## config.mk

```make
export PLATFORM = sky130hd
export DESIGN_NAME = instr_exec_unit
export DESIGN_NICKNAME = d
export VERILOG_FILES = /design/src/rtl/instr_register_pkg.sv /design/src/rtl/instr_exec_unit.sv
export SDC_FILE = /design/constraint.sdc
export NUM_CORES = 2
export LEC_CHECK = 0
export BUFFER_PORTS_ARGS = -buffer_cell sky130_fd_sc_hd__buf_4
export CAP_MARGIN = 20
export CELL_PAD_IN_SITES_DETAIL_PLACEMENT = 0
export CELL_PAD_IN_SITES_GLOBAL_PLACEMENT = 1
export CORE_ASPECT_RATIO = 2
export CORE_MARGIN = 5
export CORE_UTILIZATION = 47
export CTS_CLUSTER_DIAMETER = 200
export DETAILED_ROUTE_END_ITERATION = 6
export HOLD_SLACK_MARGIN = 0.08
export PLACE_DENSITY_LB_ADDON = 0.3
export RECOVER_POWER = 100
export SLEW_MARGIN = 40
export SYNTH_ARGS = -nofsm -noshare
export SYNTH_HDL_FRONTEND = slang
export SYNTH_SLANG_ARGS = --single-unit
```

## constraint.sdc

```tcl
create_clock -name clk -period 8.4 [get_ports clk]
set_clock_uncertainty 0.1 [all_clocks]
set_input_delay 1.26 -clock clk [delete_from_list [all_inputs] [get_ports clk]]
set_output_delay 1.26 -clock clk [all_outputs]
set_load 0.01 [all_outputs]
```

## src/rtl/instr_register_pkg.sv

```systemverilog
// Shared types for the instruction register and its execution stage.
package instr_register_pkg;
  typedef logic [3:0]         opcode_t;
  typedef logic signed [31:0] operand_t;

  typedef struct packed {
    opcode_t  opc;
    operand_t op_a;
    operand_t op_b;
  } instruction_t;

  localparam opcode_t OPC_ZERO  = 4'd0;
  localparam opcode_t OPC_PASSA = 4'd1;
  localparam opcode_t OPC_PASSB = 4'd2;
  localparam opcode_t OPC_ADD   = 4'd3;
  localparam opcode_t OPC_SUB   = 4'd4;
  localparam opcode_t OPC_MULT  = 4'd5;
  localparam opcode_t OPC_DIV   = 4'd6;
  localparam opcode_t OPC_MOD   = 4'd7;
endpackage

```

## src/rtl/instr_exec_unit.sv

```systemverilog
// Walks instr_register locations first_ptr..last_ptr (wrapping at 31), executes each opcode and
// offers results on a valid/ready port. Define INSTR_EXEC_DIV_EN to build the DIV/MOD divider.
module instr_exec_unit
  import instr_register_pkg::*;
(
  input  logic               clk,
  input  logic               reset_n,
  input  logic               start,
  input  logic [4:0]         first_ptr,
  input  logic [4:0]         last_ptr,
  output logic               busy,
  output logic               done,
  output logic [4:0]         read_pointer,
  input  instruction_t       instruction_word,
  output logic               res_valid,
  input  logic               res_ready,
  output logic signed [63:0] res_data,
  output opcode_t            res_opc,
  output logic [4:0]         res_addr,
  output logic               res_err
);

  typedef enum logic [2:0] {S_IDLE, S_FETCH, S_EXEC, S_OUT, S_DONE} state_t;

  state_t             state_q, state_d;
  logic [4:0]         rd_ptr_q, rd_ptr_d;
  logic [4:0]         cur_ptr_q, cur_ptr_d;
  logic [4:0]         exec_addr_q, exec_addr_d;
  instruction_t       instr_q, instr_d;
  logic               valid_q, valid_d;
  logic signed [63:0] data_q, data_d;
  opcode_t            opc_q, opc_d;
  logic [4:0]         addr_q, addr_d;
  logic               err_q, err_d;

  logic signed [63:0] a_ext, b_ext, alu_res;
  logic               alu_err;

  assign a_ext = 64'($signed(instr_q.op_a));
  assign b_ext = 64'($signed(instr_q.op_b));

  // Operands are pre-extended, so the low 64 bits of the product are the exact signed result.
  always_comb begin
    alu_res = '0;
    alu_err = 1'b0;
    case (instr_q.opc)
      OPC_ZERO:  alu_res = '0;
      OPC_PASSA: alu_res = a_ext;
      OPC_PASSB: alu_res = b_ext;
      OPC_ADD:   alu_res = a_ext + b_ext;
      OPC_SUB:   alu_res = a_ext - b_ext;
      OPC_MULT:  alu_res = a_ext * b_ext;
`ifdef INSTR_EXEC_DIV_EN
      OPC_DIV: begin
        if (b_ext == '0) alu_err = 1'b1;
        else             alu_res = a_ext / b_ext;
      end
      OPC_MOD: begin
        if (b_ext == '0) alu_err = 1'b1;
        else             alu_res = a_ext % b_ext;
      end
`endif
      default:   alu_err = 1'b1;
    endcase
  end

  always_comb begin
    state_d     = state_q;
    rd_ptr_d    = rd_ptr_q;
    cur_ptr_d   = cur_ptr_q;
    exec_addr_d = exec_addr_q;
    instr_d     = instr_q;
    valid_d     = valid_q;
    data_d      = data_q;
    opc_d       = opc_q;
    addr_d      = addr_q;
    err_d       = err_q;
    case (state_q)
      S_IDLE: begin
        if (start) begin
          state_d   = S_FETCH;
          rd_ptr_d  = first_ptr;
          cur_ptr_d = first_ptr;
        end
      end
      S_FETCH: begin
        instr_d     = instruction_word;
        exec_addr_d = cur_ptr_q;
        state_d     = S_EXEC;
      end
      S_EXEC: begin
        data_d  = alu_res;
        opc_d   = instr_q.opc;
        addr_d  = exec_addr_q;
        err_d   = alu_err;
        valid_d = 1'b1;
        state_d = S_OUT;
      end
      S_OUT: begin
        // Result registers are untouched until the handshake, so a stall holds them stable.
        if (valid_q && res_ready) begin
          valid_d = 1'b0;
          if (cur_ptr_q == last_ptr) begin
            state_d = S_DONE;
          end else begin
            cur_ptr_d = cur_ptr_q + 5'd1;
            rd_ptr_d  = cur_ptr_q + 5'd1;
            state_d   = S_FETCH;
          end
        end
      end
      S_DONE:  state_d = S_IDLE;
      default: state_d = S_IDLE;
    endcase
  end

  always_ff @(posedge clk or negedge reset_n) begin
    if (!reset_n) begin
      state_q     <= S_IDLE;
      rd_ptr_q    <= '0;
      cur_ptr_q   <= '0;
      exec_addr_q <= '0;
      instr_q     <= '0;
      valid_q     <= 1'b0;
      data_q      <= '0;
      opc_q       <= '0;
      addr_q      <= '0;
      err_q       <= 1'b0;
    end else begin
      state_q     <= state_d;
      rd_ptr_q    <= rd_ptr_d;
      cur_ptr_q   <= cur_ptr_d;
      exec_addr_q <= exec_addr_d;
      instr_q     <= instr_d;
      valid_q     <= valid_d;
      data_q      <= data_d;
      opc_q       <= opc_d;
      addr_q      <= addr_d;
      err_q       <= err_d;
    end
  end

  assign busy         = (state_q != S_IDLE);
  assign done         = (state_q == S_DONE);
  assign read_pointer = rd_ptr_q;
  assign res_valid    = valid_q;
  assign res_data     = data_q;
  assign res_opc      = opc_q;
  assign res_addr     = addr_q;
  assign res_err      = err_q;

endmodule

```

==> impl_metrics.json <==
{
  "status": "finished, violations left",
  "violations": "DRC, capacitance limit, slew limit",
  "maxCapViolCount": 6,
  "die_y_um": 455,
  "drc": 2,
  "critical_path.startpoint_type": "flip-flop",
  "cts_root_buf": "clkbuf_16",
  "track_usage": 0.349,
  "hold_buffers": 0,
  "synth.yosys.seq_area_share": 0.0840,
  "dieWidth_um": 232,
  "rrSetupSlack_ns": 0.07,
  "cts.sinks": 156,
  "max-slew-margin-rel": -1.60,
  "critical_path_buf_inv_count": 4,
  "totalWireLength_mm": 180,
  "grt-busiest-layer": "met2",
  "max_clock_freq_ghz": 0.120,
  "synthMuxAreaShare": 0.0103,
  "holdCritStartpoint": "exec_addr_q[2]$_DFFE_PN0P_",
  "drive_above_1_share": 0.113,
  "hpwl_mm": 150,
  "synth_top_family_by_area": "adder cells",
  "use_met3": 0.0478,
  "netlist_instances": 5026,
  "ys_ff_latch": 156,
  "vias": 37500,
  "synth-edff-count": 0,
  "synthTopCellsByArea": "fa_1 47%, dfrtp_1 8.4%, inv_1 8.2%, ha_1 6.7%, and2_1 6.4%",
  "row_count": 163,
  "synthAdderAreaFrac": 0.534,
  "num-nets-final": 6702,
  "dieArea_mm2": 0.106,
  "vias_per_cell": 5.66,
  "grt_max_degree": 57,
  "antenna_found_initial": 3,
  "crit_path_cell_trace": "buf_12, and2_1, fa_1, inv_1, fa_1, fa_1, fa_1, inv_1, fa_1, fa_1, fa_1, fa_1, ha_1, a21oi_1, o21ai_1, a211oi_2, o221ai_1, nand3_1, and3_2, buf_4, o21bai_1, a221oi_1, xor2_1, o211ai_1",
  "fin_crit_sh": 0.992,
  "cts_buffer_depth": 2,
  "syn_area_per_cell_um2": 9.24,
  "ys_types": 93,
  "antenna_left": 0,
  "crit_cells": 24,
  "crit_fanout": 30,
  "crit_path_end_kind": "flip-flop",
  "yosys.area_share.simple": 0.153,
  "path_common_cell": "fa_1",
  "initial_core_util": 0.472,
  "grt_overflow": 0,
  "slowest_delay_ns": 0.61,
  "hold_path.class": "reg -> reg",
  "ys.flop_type": "dfrtp_1",
  "synth_compound_area_frac": 0.0961,
  "fp.coreArea_mm2": 0.0985,
  "drtIter0Drc": 2263,
  "required_ns": 8.67,
  "cts_buffers": 17,
  "use_met1": 0.336,
  "area_growth_pct": 12.1,
  "reg2reg_to": "res_data[50]$_DFFE_PN0P_",
  "synth-xor-area-share": 0.0147,
  "async_reset_ff_frac": 1.00,
  "period_needed_ns": 8.33,
  "met2_usage": 0.634,
  "min_path_cells": 2,
  "yosysWarnings": 0,
  "cts.htree.levels": 4,
  "synth_largest_area_cell": "fa_1",
  "synth_area_mm2": 0.0465,
  "hold_end": "res_addr[2]$_DFFE_PN0P_",
  "cts.clk_slew.worst_paths_ns": 0.09,
  "worstSetupPathType": "reg -> reg",
  "critPathTopFamily": "adder cells",
  "ios": 164,
  "worst_pin_slew_ns": 3.89,
  "cts_tree": "built",
  "r2r_start": "b_ext[12]$_DFFE_PN0P_",
  "setup_viol": 0,
  "grt_pass1_vias": 42500,
  "clk_latency_ns": 0.52,
  "place.port_buffers": 163,
  "grt_pass1_wl_mm": 267,
  "synth_top_area_share": 0.467,
  "utilization": 0.529,
  "maxSlewViolCount": 247,
  "gp_congestion": 0.979,
  "rr_worst_depth": 24,
  "first_pass_iters": 7,
  "post_drt_wl_per_cell_um": 27.2,
  "synth_nets": 6442,
  "finalHoldViolations": 0,
  "arrival_ns": 8.60,
  "slowest_stage": "fa_1"
}
==> state kept, by name (all words and copies together) (netlist names) <==
| signal | cells |
|---|---|
| cur_ptr_q | 5 |
| state_q | 3 |
| res_data | 64 |
| res_err | 1 |
| instr_q | 4 |
| res_opc | 4 |
| res_valid | 1 |
| exec_addr_q | 5 |
| a_ext | 32 |
| res_addr | 5 |
| b_ext | 32 |
==> worst reg2reg max path, cell delays in order (launching register included) <==
cell      delay (ns)
dfrtp_2         0.51
buf_12          0.20
and2_1          0.23
fa_1            0.50
inv_1           0.05
fa_1            0.50
fa_1            0.52
fa_1            0.52
inv_1           0.07
fa_1            0.61
fa_1            0.44
fa_1            0.52
fa_1            0.48
ha_1            0.40
a21oi_1         0.28
o21ai_1         0.21
a211oi_2        0.36
o221ai_1        0.21
nand3_1         0.13
and3_2          0.36
buf_4           0.17
o21bai_1        0.11
a221oi_1        0.37
xor2_1          0.24
o211ai_1        0.11
==> synth_stat cells (all sizes together), types with 33 or more instances <==
| master | n |
|---|---|
| nor2 | 180 |
| buf | 33 |
| and2 | 477 |
| xnor2 | 56 |
| fa | 1084 |
| nand3 | 34 |
| a21oi | 151 |
| o21ai | 145 |
| dfrtp | 156 |
| nand2 | 625 |
| ha | 250 |
| mux2 | 39 |
| clkbuf | 258 |
| inv | 1024 |
| a21o | 50 |
==> worst max-delay path by stage <==
stage                     startpoint                  endpoint  slack [ns]
6_report       b_ext[12]$_DFFE_PN0P_  res_data[50]$_DFFE_PN0P_        0.07
5_1_grt         b_ext[7]$_DFFE_PN0P_  res_data[27]$_DFFE_PN0P_      -0.004
4_1_cts        b_ext[11]$_DFFE_PN0P_  res_data[27]$_DFFE_PN0P_      0.0004
3_5_place_dp   b_ext[12]$_DFFE_PN0P_  res_data[50]$_DFFE_PN0P_       -0.19
3_3_place_gp   b_ext[11]$_DFFE_PN0P_  res_data[27]$_DFFE_PN0P_       -0.36
2_1_floorplan  a_ext[31]$_DFFE_PN0P_  res_data[62]$_DFFE_PN0P_        0.12
==> metrics by stage <==
step / instances / TNS (ns) / hold slack (ns) / setup slack, ns / instance area, um2
floorplan: 5026 / 0 / 0.335 / 0.121 / 46500
global placement: 6564 / -2.48 / 0.346 / -0.363 / 51500
detailed placement: 6566 / -0.667 / 0.349 / -0.193 / 51500
CTS: 6602 / 0 / 0.370 / 0.000368 / 52200
global route: 6619 / -0.00402 / 0.387 / -0.00402 / 52100
finish: 6620 / 0 / 0.370 / 0.0703 / 52100
==> metal layers <==
metal / wire length, um / share of wire / up-vias
met4: 22300 / 0.12 / 4
met3: 8100 / 0.045 / 725
met5: 15 / 0.000083 / -
met1: 54200 / 0.30 / 19500
met2: 95300 / 0.53 / 1431
li1: - / - / 15800
==> layout make-up <==
class                           count  area, um2
Fill cell                        9331      46400
Multi-Input combinational cell   3553      37700
Timing Repair Buffer              532       4300
Sequential cell                   156       3930
Inverter                         1026       3860
Tap cell                         1320       1650
Clock buffer                       17        425
Clock inverter                     15        196
Antenna cell                        1       2.50
==> cells in the final DEF, fill, tap and decap left out, drive strengths merged, types with 31 or more instances in the layout <==
| master | synthesis | layout |
|---|---|---|
| fa | 1084 | 1084 |
| inv | 1024 | 1027 |
| nand2 | 625 | 625 |
| and2 | 477 | 477 |
| buf | 33 | 429 |
| ha | 250 | 250 |
| nor2 | 180 | 180 |
| dfrtp | 156 | 156 |
| a21oi | 151 | 151 |
| o21ai | 145 | 145 |
| clkbuf | 258 | 120 |
| xnor2 | 56 | 56 |
| a21o | 50 | 50 |
| mux2 | 39 | 39 |
| nand3 | 34 | 34 |
| o211ai | 32 | 32 |
| nor3 | 31 | 31 |
==> cells by family after synthesis <==
| kind of cell | count (synthesis) |
|---|---|
| AO/OA/AOI/OAI | 637 |
| XOR/XNOR | 78 |
| AND/OR/NAND/NOR | 1461 |
| buffers and inverters | 1317 |
| adder cells (fa/ha/maj) | 1334 |
| flip-flops | 156 |
| multiplexers | 43 |
==> timing repair <==
| action | in CTS | in global routing |
|---|---|---|
| setup buffers | 3 | 16 |
| gates cloned | 1 | 1 |
| pin swaps | 2 | 16 |
| endpoints found under the setup margin | 9 | 24 |
| resized for setup | 17 | 47 |
Power is not shown: default switching activity piles up to over one toggle a cycle in this logic, so the estimate is an artifact.
